File: src/rtl/prbs_pkg.sv
// Shared PRBS7 (x^7 + x^6 + 1) definitions for the shift-register generator and checker.
// Provides the checker state encoding, tap positions, register length and the feedback function.
package prbs_pkg;

    localparam int unsigned PRBS7_LEN   = 7;
    localparam int unsigned PRBS7_TAP_A = 6;
    localparam int unsigned PRBS7_TAP_B = 5;

    typedef enum logic [1:0] {
        SEED   = 2'd0,
        VERIFY = 2'd1,
        LOCKED = 2'd2
    } chk_state_t;

    // Next PRBS7 bit predicted from a history whose newest bit sits in bit 0.
    function automatic logic prbs7_fb(input logic [PRBS7_LEN-1:0] s);
        return s[PRBS7_TAP_A] ^ s[PRBS7_TAP_B];
    endfunction

endpackage

File: src/rtl/prbs7_lfsr.sv
// 7-bit PRBS7 shift/feedback cell.
// Generator mode (self_sync=0): shifts its own feedback bit in on each advance.
// Self-synchronising mode (self_sync=1): shifts ext_bit in, pred_c predicts the next bit.
// Ports:
//   clk, rst_n   clock, asynchronous active-low reset
//   clear        synchronous zero of the history (highest priority)
//   load         synchronous parallel load of load_val
//   load_val     value for load
//   advance      shift one bit in this cycle
//   self_sync    select ext_bit (1) or internal feedback (0) as the shifted-in bit
//   ext_bit      external bit for self-synchronising mode
//   state        current history, newest bit in state[0]
//   pred_c       combinational prediction of the next bit
module prbs7_lfsr
    import prbs_pkg::*;
(
    input  logic                 clk,
    input  logic                 rst_n,
    input  logic                 clear,
    input  logic                 load,
    input  logic [PRBS7_LEN-1:0] load_val,
    input  logic                 advance,
    input  logic                 self_sync,
    input  logic                 ext_bit,
    output logic [PRBS7_LEN-1:0] state,
    output logic                 pred_c
);

    assign pred_c = prbs7_fb(state);

    // History register: newest bit enters at bit 0.
    always_ff @(posedge clk or negedge rst_n) begin
        if (!rst_n) begin
            state <= '0;
        end else if (clear) begin
            state <= '0;
        end else if (load) begin
            state <= load_val;
        end else if (advance) begin
            state <= {state[PRBS7_LEN-2:0], (self_sync ? ext_bit : pred_c)};
        end
    end

endmodule

File: config.mk
export PLATFORM = sky130hd
export DESIGN_NAME = prbs7_lfsr
export DESIGN_NICKNAME = d
export VERILOG_FILES = /design/src/rtl/prbs_pkg.sv /design/src/rtl/prbs7_lfsr.sv
export SDC_FILE = /design/constraint.sdc
export NUM_CORES = 1
export LEC_CHECK = 0
export CAP_MARGIN = 20
export CORE_AREA = 2 2 39 41
export CTS_CLUSTER_SIZE = 16
export DETAILED_ROUTE_END_ITERATION = 7
export DIE_AREA = 0 0 41 43
export DONT_BUFFER_PORTS = 1
export PLACE_DENSITY = 0.47
export SYNTH_ARGS = -nofsm -noshare
export SYNTH_HDL_FRONTEND = slang
export SYNTH_SLANG_ARGS = --single-unit
File: constraint.sdc
create_clock -name clk -period 1.3 [get_ports clk]
set_input_delay 0.13 -clock clk [delete_from_list [all_inputs] [get_ports clk]]
set_output_delay 0.13 -clock clk [all_outputs]
set_load 0.03 [all_outputs]
### After elaboration in Yosys (flattened, before gate mapping)

Index checks and enable logic that the tools add are counted.

* register bits after elaboration: 7
* bits in latches: 0
* bits in writable memories: 0
* ROM bits: 0
* input bits: 14
* output and inout port bits: 8
* word-level logic and storage cells: 7
* memories kept: 0

* $add $sub $neg: 0
* $mul: 0
* divide/modulo/power cells: 0
* order comparisons: 0
* equal/unequal tests: 0
* shift operators: 0
* muxes and demuxes: 4
* bitwise operators: 1
* reduce and logical (&&, ||, !) cells: 1

Operator list (count)
* two-way mux 7 bit: 3
* nonzero test 3 bit: 1
* two-way mux 1 bit: 1
* bitwise XOR 1 bit: 1

### Logic depth before layout (Yosys ltp)

Gate-level depths: netlist of the first run.

* word-level depth: 5
* gate-level depth with buffers: 4
* depth with buffers taken out: 3

### Worst setup path after synthesis of the first run

No wires, ideal clock.

* path type: register to register
* start: register state[5]
* end: register state[0]
* setup time: 0.066 ns
* arrival: 1.421 ns
* setup slack: -0.188 ns
* stages on the path, launching flop included: 4
* buffers on the path: 0
* path through: dfrtp_1 xor2_1 nor4b_1 and3b_1

* word-level cells in the longest chain between the ends: 5

Ends and longest elaborated chain
* start: declaration: line prbs7_lfsr.sv:25 `output logic [PRBS7_LEN-1:0] state,`
* start signal: assignment: line prbs7_lfsr.sv:38 `state <= load_val;`
* start signal: assignment: line prbs7_lfsr.sv:40 `state <= {state[PRBS7_LEN-2:0], (self_sync ? ext_bit : pred_c)};`
* bitwise XOR 1 bit: line prbs_pkg.sv:17 `return s[PRBS7_TAP_A] ^ s[PRBS7_TAP_B];`
* named net pred_c: line prbs7_lfsr.sv:26 `output logic pred_c`
* two-way mux 1 bit: line prbs7_lfsr.sv:40
* two-way mux 7 bit: line prbs7_lfsr.sv:39 `end else if (advance) begin`
* two-way mux 7 bit: line prbs7_lfsr.sv:37 `end else if (load) begin`
* two-way mux 7 bit: line prbs7_lfsr.sv:35 `end else if (clear) begin`

The timed path passes the listed nets, and every way through them passes these cells. The select of a mux whose other input is x is not followed.
A chain may end at the register's enable or synchronous reset.

### Worst setup path after layout of the first run

* start: register state[6]
* end: output port pred_c

* word-level cells in the longest chain between the ends: 1

Ends and longest elaborated chain (line)
* bitwise XOR 1 bit: prbs_pkg.sv:17
* end: declaration: prbs7_lfsr.sv:26

Every way passes these cells.

==> flow_metrics.env, run 1 <==
export IMPL_status="complete, no violations"
export IMPL_ys_warn_count=0
export IMPL_areaGrowthSynthToFinish_pct=33.55
export IMPL_post_cts_resized=0
export IMPL_first_pass_iters=4
export IMPL_critPathRequiredTime_ns=1.17
export IMPL_dp_slack_ns=0.1317
export IMPL_clock_sinks=7
export IMPL_fp_coreArea_um2=1384
export IMPL_cts_tree="done"
export IMPL_r2r_start="state[6]$_DFFE_PN0P_"
export IMPL_clock_fmax_mhz=838.5
export IMPL_cap_violations=0
export IMPL_dp_hpwl_um=723.2
export IMPL_drive_gt1_share_pct=29.79
export IMPL_crit_type="reg -> out"
export IMPL_synth_top_area_share_pct=44.73
export IMPL_initial_utilization_pct=28.30
export IMPL_wl_per_cell_um=14.79
export IMPL_rsz0062_at_grt="false"
export IMPL_hold_path_startpoint="load_val[6]"
export IMPL_synth_common_cells="7 x dfrtp_1, 7 x nor2_1, 6 x mux2_1, 6 x mux2i_1"
export IMPL_grt_pass1_wl_mm=1.421
export IMPL_syn_area_um2=391.6
export IMPL_yosysUniqueCellTypes=13
export IMPL_p_per_area_nw_per_um2=1098
export IMPL_wl_um=932
export IMPL_grt_usage_pct=12.78
export IMPL_gp_congestion=0.6601
export IMPL_maxSlewViolCount=0
export IMPL_final_hold_violation_count=0
export IMPL_ant_nets=0
export IMPL_clk_pin_slew_ns=0.06
export IMPL_finalSetupViolCount=0
export IMPL_fin_setup_tns_ns=0
export IMPL_grt_max_degree=11
export IMPL_ioPinCount=22
export IMPL_yosysTopAreaCell="dfrtp_1"
export IMPL_antenna_cells=0
export IMPL_fp_dieArea_um2=1763
export IMPL_top_register="state"
export IMPL_cp_max_fo=3
export IMPL_die_w_um=41
export IMPL_end_kind="output pin"
export IMPL_avgViaCountPerCell=4.984
export IMPL_grt_remaining_overflow=0
export IMPL_drc=0
export IMPL_first_iter_violations=4
export IMPL_htree_levels=1
export IMPL_worstPathArrival_ns=1.06
export IMPL_antenna_found_initial=0
export IMPL_critPathLaunchType="register"
export IMPL_vdd_ir_drop_worst_mv=0.4200
export IMPL_largest_reg_flops=7
export IMPL_clk_path_buf_depth=2
export IMPL_ys_flop_type="dfrtp_1"
export IMPL_rows=14
export IMPL_ys_seq_area_share_pct=44.73
export IMPL_clk_latency_ns=0.25
export IMPL_cts_root_buf="clkbuf_4"
export IMPL_tightest_slew_ns=0.3404
export IMPL_netlist_instances=35
export IMPL_cts_inserted_buffers=3
export IMPL_fin_crit_sh_pct=91.74
export IMPL_fp_dieH_um=43
export IMPL_hold_path_class="in -> reg"
export IMPL_vias=314
export IMPL_io_buffers=0
export IMPL_synth_edf_count=0
export IMPL_synth_area_leaders="dfrtp_1 45%, mux2_1 17%, mux2i_1 15%, nor2_1 6.7%, buf_6 2.9%"
export IMPL_grt_pass1_vias=346
export IMPL_synth_nets=49
export IMPL_leakage_nw=0.2625
export IMPL_avgSynthCellArea_um2=11.19
export IMPL_slew_headroom_pct=77.23
export IMPL_synthArstFlopShare_pct=100.0
export IMPL_top_regs="state (7)"
export IMPL_synth_seq_cells=7
export IMPL_nFillCells=149
export IMPL_clock_skew_ns=0.004220
export IMPL_layout_setup_ws_ns=0.1074
export IMPL_fin_crit_ns=1.193
export IMPL_final_nets=62
export IMPL_critical_path_startpoint="state[6]$_DFFE_PN0P_"
## final timing paths
| check | end | slack (ns) | depth (start not counted) |
|---|---|---|---|
| max | pred_c | 0.11 | 2 |
| min | state[6]$_DFFE_PN0P_ | 0.04 | 2 |
| max reg2reg | state[0]$_DFFE_PN0P_ | 0.12 | 3 |
| min reg2reg | state[3]$_DFFE_PN0P_ | 0.67 | 3 |
| max in group asynchronous | state[5]$_DFFE_PN0P_ | 0.82 | 1 |
| min in group asynchronous | state[1]$_DFFE_PN0P_ | 0.21 | 1 |
## layout make-up
type | count | area (um^2) | share of cell area (%)
sequential | 7 | 177.7 | 33.97
tap | 16 | 20.02 | 3.828
multi-input combinational | 25 | 215.2 | 41.15
inverter | 1 | 3.754 | 0.7177
timing repair buffer | 10 | 80.08 | 15.31
clock buffer | 4 | 26.28 | 5.024
## through the flow
step	instance area [um^2]	hold WS [ns]	total power, mW	std cells	util, %
detailed placement	476.7	-0.1653	0.3673	57	34.45
global placement	476.7	-0.1654	0.3637	57	34.45
floorplan	412.9	-0.1656	0.3418	35	-
finish	523.0	0.03571	0.5743	63	37.79
global route	523.0	0.03273	0.6091	63	37.79
CTS	523.0	0.03138	0.5849	63	37.79
## worst max-delay path: stages (launching register included)
cell	delay, ns
dfrtp_2	0.45
xor2_4	0.19
buf_4	0.17
## report_power, final
part | leakage (nW) | switching, mW | internal [mW]
logic | 0.158 | 0.0655 | 0.0581
clock network | 0.0150 | 0.0837 | 0.117
registers | 0.0895 | 0.0166 | 0.233
total | 0.263 | 0.166 | 0.408
## logic make-up after synthesis
family / after synthesis / synth area share, %
buffers and inverters: 3 / 5.109
DFF: 7 / 44.73
muxes: 12 / 32.59
AOI/OAI and AO/OA: 2 / 2.875
xor gates and xnor gates: 1 / 2.237
and+or+nand+nor: 10 / 12.46
## cells in the final DEF, fill, tap and decap left out, drive strengths merged
master	n
buf	8
nor2	7
dfrtp	7
mux2	6
mux2i	6
clkbuf	4
dlygate4sd3	2
xor2	1
nor4b	1
nor3	1
a31oi	1
inv	1
a21oi	1
and3b	1
## timing repair
action                                 in CTS  in global routing
buffers inserted                            0                  0
endpoints found under the hold margin      13                  0
hold buffers                                2                  0
## metal layers
metal | up-vias | global-route usage, % | share of wire, %
met2 | 13 | 21.56 | 53
met3 | 2 | 5.759 | 7.6
met1 | 154 | 11.30 | 38
li1 | 145 | - | -
met5 | - | 0 | 0
met4 | 0 | 8.000 | 0.64
No activity file was read; power rests on OpenSTA's default activity.
==> run 2: changes to the inputs <==
--- a/config.mk
+++ b/config.mk
@@ -5,13 +5,14 @@
 export SDC_FILE = /design/constraint.sdc
 export NUM_CORES = 1
 export LEC_CHECK = 0
+export BUFFER_PORTS_ARGS = -buffer_cell sky130_fd_sc_hd__buf_2
 export CAP_MARGIN = 20
 export CORE_AREA = 2 2 39 41
 export CTS_CLUSTER_SIZE = 16
 export DETAILED_ROUTE_END_ITERATION = 7
 export DIE_AREA = 0 0 41 43
-export DONT_BUFFER_PORTS = 1
-export PLACE_DENSITY = 0.47
+export PLACE_DENSITY = 0.61
+export SLEW_MARGIN = 15
 export SYNTH_ARGS = -nofsm -noshare
 export SYNTH_HDL_FRONTEND = slang
 export SYNTH_SLANG_ARGS = --single-unit
==> flow_metrics.env, run 2 (synthesis gave the netlist of run 1 again) <==
export IMPL_gp_congestion=0.6389
export IMPL_status="complete, no violations"
export IMPL_final_hold_violation_count=0
export IMPL_rows=14
export IMPL_grt_max_degree=11
export IMPL_maxSlewViolCount=0
export IMPL_tightest_slew_ns=0.2627
export IMPL_io_buffers=21
export IMPL_stdcell_count=75
export IMPL_antenna_found_initial=0
export IMPL_top_regs="state (7)"
export IMPL_drc=0
export IMPL_final_nets=74
export IMPL_vias=354
export IMPL_ioPinCount=22
export IMPL_dp_cells=70
export IMPL_p_per_area_nw_per_um2=1052
export IMPL_clk_latency_ns=0.25
export IMPL_grt_pass1_vias=314
export IMPL_critPathRequiredTime_ns=1.17
export IMPL_ant_nets=0
export IMPL_fin_crit_sh_pct=92.54
export IMPL_fin_setup_tns_ns=0
export IMPL_finalSetupViolCount=0
export IMPL_clk_path_buf_depth=2
export IMPL_cp_max_fo=3
export IMPL_leakage_nw=0.3075
export IMPL_initial_utilization_pct=28.30
export IMPL_htree_levels=1
export IMPL_hold_path_startpoint="load_val[4]"
export IMPL_worstPathArrival_ns=1.07
export IMPL_vdd_ir_drop_worst_mv=0.5101
export IMPL_avgViaCountPerCell=4.720
export IMPL_areaGrowthSynthToFinish_pct=42.49
export IMPL_cts_inserted_buffers=3
export IMPL_first_iter_violations=6
export IMPL_clock_fmax_mhz=831.3
export IMPL_power_mw=0.5871
export IMPL_grt_remaining_overflow=0
export IMPL_grt_pass1_wl_mm=1.386
export IMPL_crit_type="reg -> out"
export IMPL_drive_gt1_share_pct=45.76
export IMPL_antenna_cells=0
export IMPL_cts_tree="done"
export IMPL_slew_headroom_pct=82.49
export IMPL_critical_path_startpoint="state[6]$_DFFE_PN0P_"
export IMPL_critPathLaunchType="register"
export IMPL_clk_pin_slew_ns=0.05
export IMPL_wl_um=890
export IMPL_layout_commonest_cell="buf_2"
export IMPL_final_cell_mix="21 x buf_2, 7 x nor2_1, 6 x mux2_1, 6 x mux2i_1, 5 x dfrtp_1"
export IMPL_first_pass_iters=4
export IMPL_fp_dieH_um=43
export IMPL_die_w_um=41
export IMPL_end_kind="output pin"
export IMPL_cts_root_buf="clkbuf_4"
export IMPL_fp_coreArea_um2=1384
export IMPL_placedInstanceArea_um2=521.8
export IMPL_grt_usage_pct=12.31
export IMPL_clock_skew_ns=0.002017
export IMPL_wl_per_cell_um=11.87
export IMPL_r2r_start="state[6]$_DFFE_PN0P_"
export IMPL_hold_path_class="in -> reg"
export IMPL_clock_sinks=7
export IMPL_fin_area_um2=558.0
export IMPL_fin_hold_ws_ns=0.1251
export IMPL_fin_crit_ns=1.203
export IMPL_dp_hpwl_um=670.7
export IMPL_rsz0062_at_grt="false"
export IMPL_fp_dieArea_um2=1763
export IMPL_top_register="state"
export IMPL_cap_violations=0
export IMPL_largest_reg_flops=7
run 2: cell type report:
class                   count  area [um^2]
inverters                   1        3.754
flip-flops and latches      7        177.7
well taps                  16        20.02
fillers                   143        825.8
repair buffers             22        115.1
clock buffers               4        26.28
multi-input cells          25        215.2
run 2: worst max-delay path, stage by stage, from the launching register on:
cell	delay, ns
dfrtp_2	0.44
xor2_4	0.17
buf_2	0.21
run 2: repair_timing:
item / in CTS / in global routing
hold buffers: 1 / 0
endpoints found under the setup margin: 0 / 0
setup buffers: 0 / 0
hold endpoints to repair: 7 / 0
resized for setup: 0 / 0
run 2: stage by stage:
stage,setup slack (ns),util (%)
finish,0.09700,40.33
global route,0.03158,40.33
CTS,0.08114,40.33
detailed placement,0.1473,37.70
global placement,0.1792,37.70
floorplan,0.03137,-
run 2: where the power goes:
| part | switching, mW | total [mW] | internal, mW | leakage (nW) |
|---|---|---|---|---|
| sequential | 0.0141 | 0.247 | 0.233 | 0.0895 |
| combinational | 0.0822 | 0.141 | 0.0589 | 0.203 |
| clock | 0.0816 | 0.199 | 0.117 | 0.0150 |
| total | 0.178 | 0.587 | 0.409 | 0.308 |
run 2: metal layers:
metal | wire [um] | track usage, % | share of wire [%] | vias up
li1 | - | - | - | 173
met1 | 363 | 16.34 | 41 | 157
met2 | 414 | 15.00 | 47 | 22
met3 | 101 | 4.712 | 11 | 2
met4 | 11 | 10.00 | 1.2 | 0
met5 | 0 | 0 | 0 | -
run 2: final timing paths:
| kind | slack, ns | depth (start not counted) | endpoint |
|---|---|---|---|
| max | 0.1 | 2 | pred_c |
| min | 0.13 | 3 | state[4]$_DFFE_PN0P_ |
| min reg2reg | 0.65 | 3 | state[2]$_DFFE_PN0P_ |
| max in group asynchronous | 0.88 | 2 | state[6]$_DFFE_PN0P_ |
| max reg2reg | 0.14 | 3 | state[0]$_DFFE_PN0P_ |
| min in group asynchronous | 0.25 | 2 | state[2]$_DFFE_PN0P_ |
==> run 3: changes to the inputs <==
==> constraint.sdc (replaced) <==
create_clock -name clk -period 1.2 [get_ports clk]
set_input_delay 0.12 -clock clk [delete_from_list [all_inputs] [get_ports clk]]
set_output_delay 0.12 -clock clk [all_outputs]
set_load 0.03 [all_outputs]
==> flow_metrics.env, run 3 (synthesis gave the netlist of run 1 again) <==
export IMPL_fin_util_pct=41.23
export IMPL_cts_root_buf="clkbuf_4"
export IMPL_ioPinCount=22
export IMPL_fp_coreArea_um2=1384
export IMPL_finalSetupViolCount=0
export IMPL_critPathRequiredTime_ns=1.08
export IMPL_slowest_delay_ns=0.45
export IMPL_nFillCells=140
export IMPL_fin_crit_sh_pct=97.24
export IMPL_cp_cell_sequence="xor2_4 > buf_6"
export IMPL_die_w_um=41
export IMPL_grt_remaining_overflow=0
export IMPL_avgViaCountPerCell=4.547
export IMPL_status="complete, no violations"
export IMPL_dp_cells=70
export IMPL_initial_utilization_pct=28.30
export IMPL_dp_slack_ns=0.03813
export IMPL_clk_latency_ns=0.26
export IMPL_rrSetupSlack_ns=0.06
export IMPL_cap_violations=0
export IMPL_dp_hpwl_um=668.2
export IMPL_cp_max_fo=3
export IMPL_clk_path_buf_depth=2
export IMPL_clk_pin_slew_ns=0.06
export IMPL_switching_share_pct=31.23
export IMPL_antenna_found_initial=0
export IMPL_final_hold_violation_count=0
export IMPL_stdcell_count=75
export IMPL_p_per_area_nw_per_um2=1145
export IMPL_fp_dieH_um=43
export IMPL_wl_per_cell_um=11.99
export IMPL_ant_nets=0
export IMPL_critical_path_slowest_cell="dfrtp_2"
export IMPL_vias=341
export IMPL_fin_hold_ws_ns=0.1063
export IMPL_clock_fmax_mhz=857.0
export IMPL_largest_reg_flops=7
export IMPL_layout_commonest_cell="buf_2"
export IMPL_htree_levels=1
export IMPL_areaGrowthSynthToFinish_pct=45.69
export IMPL_hold_path_class="in -> reg"
export IMPL_postCtsSetupRepairBufs=0
export IMPL_slew_headroom_pct=82.49
export IMPL_antenna_cells=0
export IMPL_fp_dieArea_um2=1763
export IMPL_io_buffers=21
export IMPL_drive_gt1_share_pct=47.46
export IMPL_top_register="state"
export IMPL_cts_inserted_buffers=3
export IMPL_wl_um=899
export IMPL_clock_skew_ns=0.001639
export IMPL_cts_tree="done"
export IMPL_tightest_slew_ns=0.2627
export IMPL_maxSlewViolCount=0
export IMPL_worstPathArrival_ns=1.05
export IMPL_first_iter_violations=1
export IMPL_top_regs="state (7)"
export IMPL_final_nets=74
export IMPL_grt_max_degree=11
export IMPL_gp_congestion=0.6380
export IMPL_power_frac_comb_pct=24.7
export IMPL_final_cell_mix="20 x buf_2, 7 x nor2_1, 6 x mux2_1, 6 x mux2i_1, 5 x dfrtp_1"
export IMPL_power_internal_mw=0.4493
export IMPL_clock_sinks=7
export IMPL_crit_type="reg -> out"
export IMPL_rows=14
export IMPL_drc=0
export IMPL_grt_pass1_wl_mm=1.386
export IMPL_leakage_nw=0.3105
export IMPL_fin_crit_ns=1.167
export IMPL_end_kind="output pin"
export IMPL_rsz0062_at_grt="true"
export IMPL_first_pass_iters=2
export IMPL_power_switching_mw=0.2041
export IMPL_p_seq_share_pct=40.9
export IMPL_critPathLaunchType="register"
export IMPL_grt_pass1_vias=316
export IMPL_p_clk_share_pct=34.5
export IMPL_grt_usage_pct=12.51
export IMPL_layout_setup_ws_ns=0.03311
export IMPL_vdd_ir_drop_worst_mv=0.4454
-- run 3: path summary, 6_finish.rpt --
path,endpoint,cells after the start,from
max reg2reg,state[0]$_DFFE_PN0P_,3,state[6]$_DFFE_PN0P_
min in group asynchronous,state[4]$_DFFE_PN0P_,2,rst_n
min reg2reg,state[2]$_DFFE_PN0P_,3,state[2]$_DFFE_PN0P_
max in group asynchronous,state[6]$_DFFE_PN0P_,2,rst_n
min,state[4]$_DFFE_PN0P_,3,load_val[4]
max,pred_c,2,state[6]$_DFFE_PN0P_
-- run 3: layout make-up --
class                      instances  area, um^2  share of cell area, %
multi-input combinational         25       221.5                  38.82
sequential                         7       177.7                  31.14
timing repair buffer              22       121.4                  21.27
clock buffer                       4       26.28                  4.605
tap                               16       20.02                  3.509
inverter                           1       3.754                 0.6579
-- run 3: timing repair --
item	CTS	global route
hold buffers	1	0
endpoints found under the hold margin	7	0
resized for setup	1	2
setup endpoints to repair	1	2
-- run 3: stage by stage --
stage	power, mW	cell area, um^2	setup TNS (ns)
after floorplan	0.3703	412.9	-0.06863
after global placement	0.4205	521.8	0
after detailed placement	0.4241	521.8	0
after CTS	0.6610	560.5	0
after global routing	0.6951	570.5	-0.02723
final	0.6534	570.5	0
-- run 3: worst max-delay path: cells and delay by family (launching register included) --
| family | cells | cell delay, ns |
|---|---|---|
| xor+xnor | 1 | 0.19 |
| buf+inv | 1 | 0.15 |
| flops | 1 | 0.45 |
-- run 3: power groups by stage --
stage | clock network, mW | registers, mW | logic (mW)
after detailed placement | 0 | 0.272 | 0.152
after global routing | 0.251 | 0.269 | 0.175
after CTS | 0.236 | 0.267 | 0.158
after global placement | 0 | 0.271 | 0.150
final | 0.225 | 0.267 | 0.161
after floorplan | 0 | 0.302 | 0.0684
-- run 3: routing by layer --
metal  vias up  global-route usage, %  wire length (um)
met2        14                  15.63               407
li1        171                      -                 -
met1       152                  16.34               419
met4         0                  10.00                14
met5         -                      0                 0
met3         4                  4.712                57
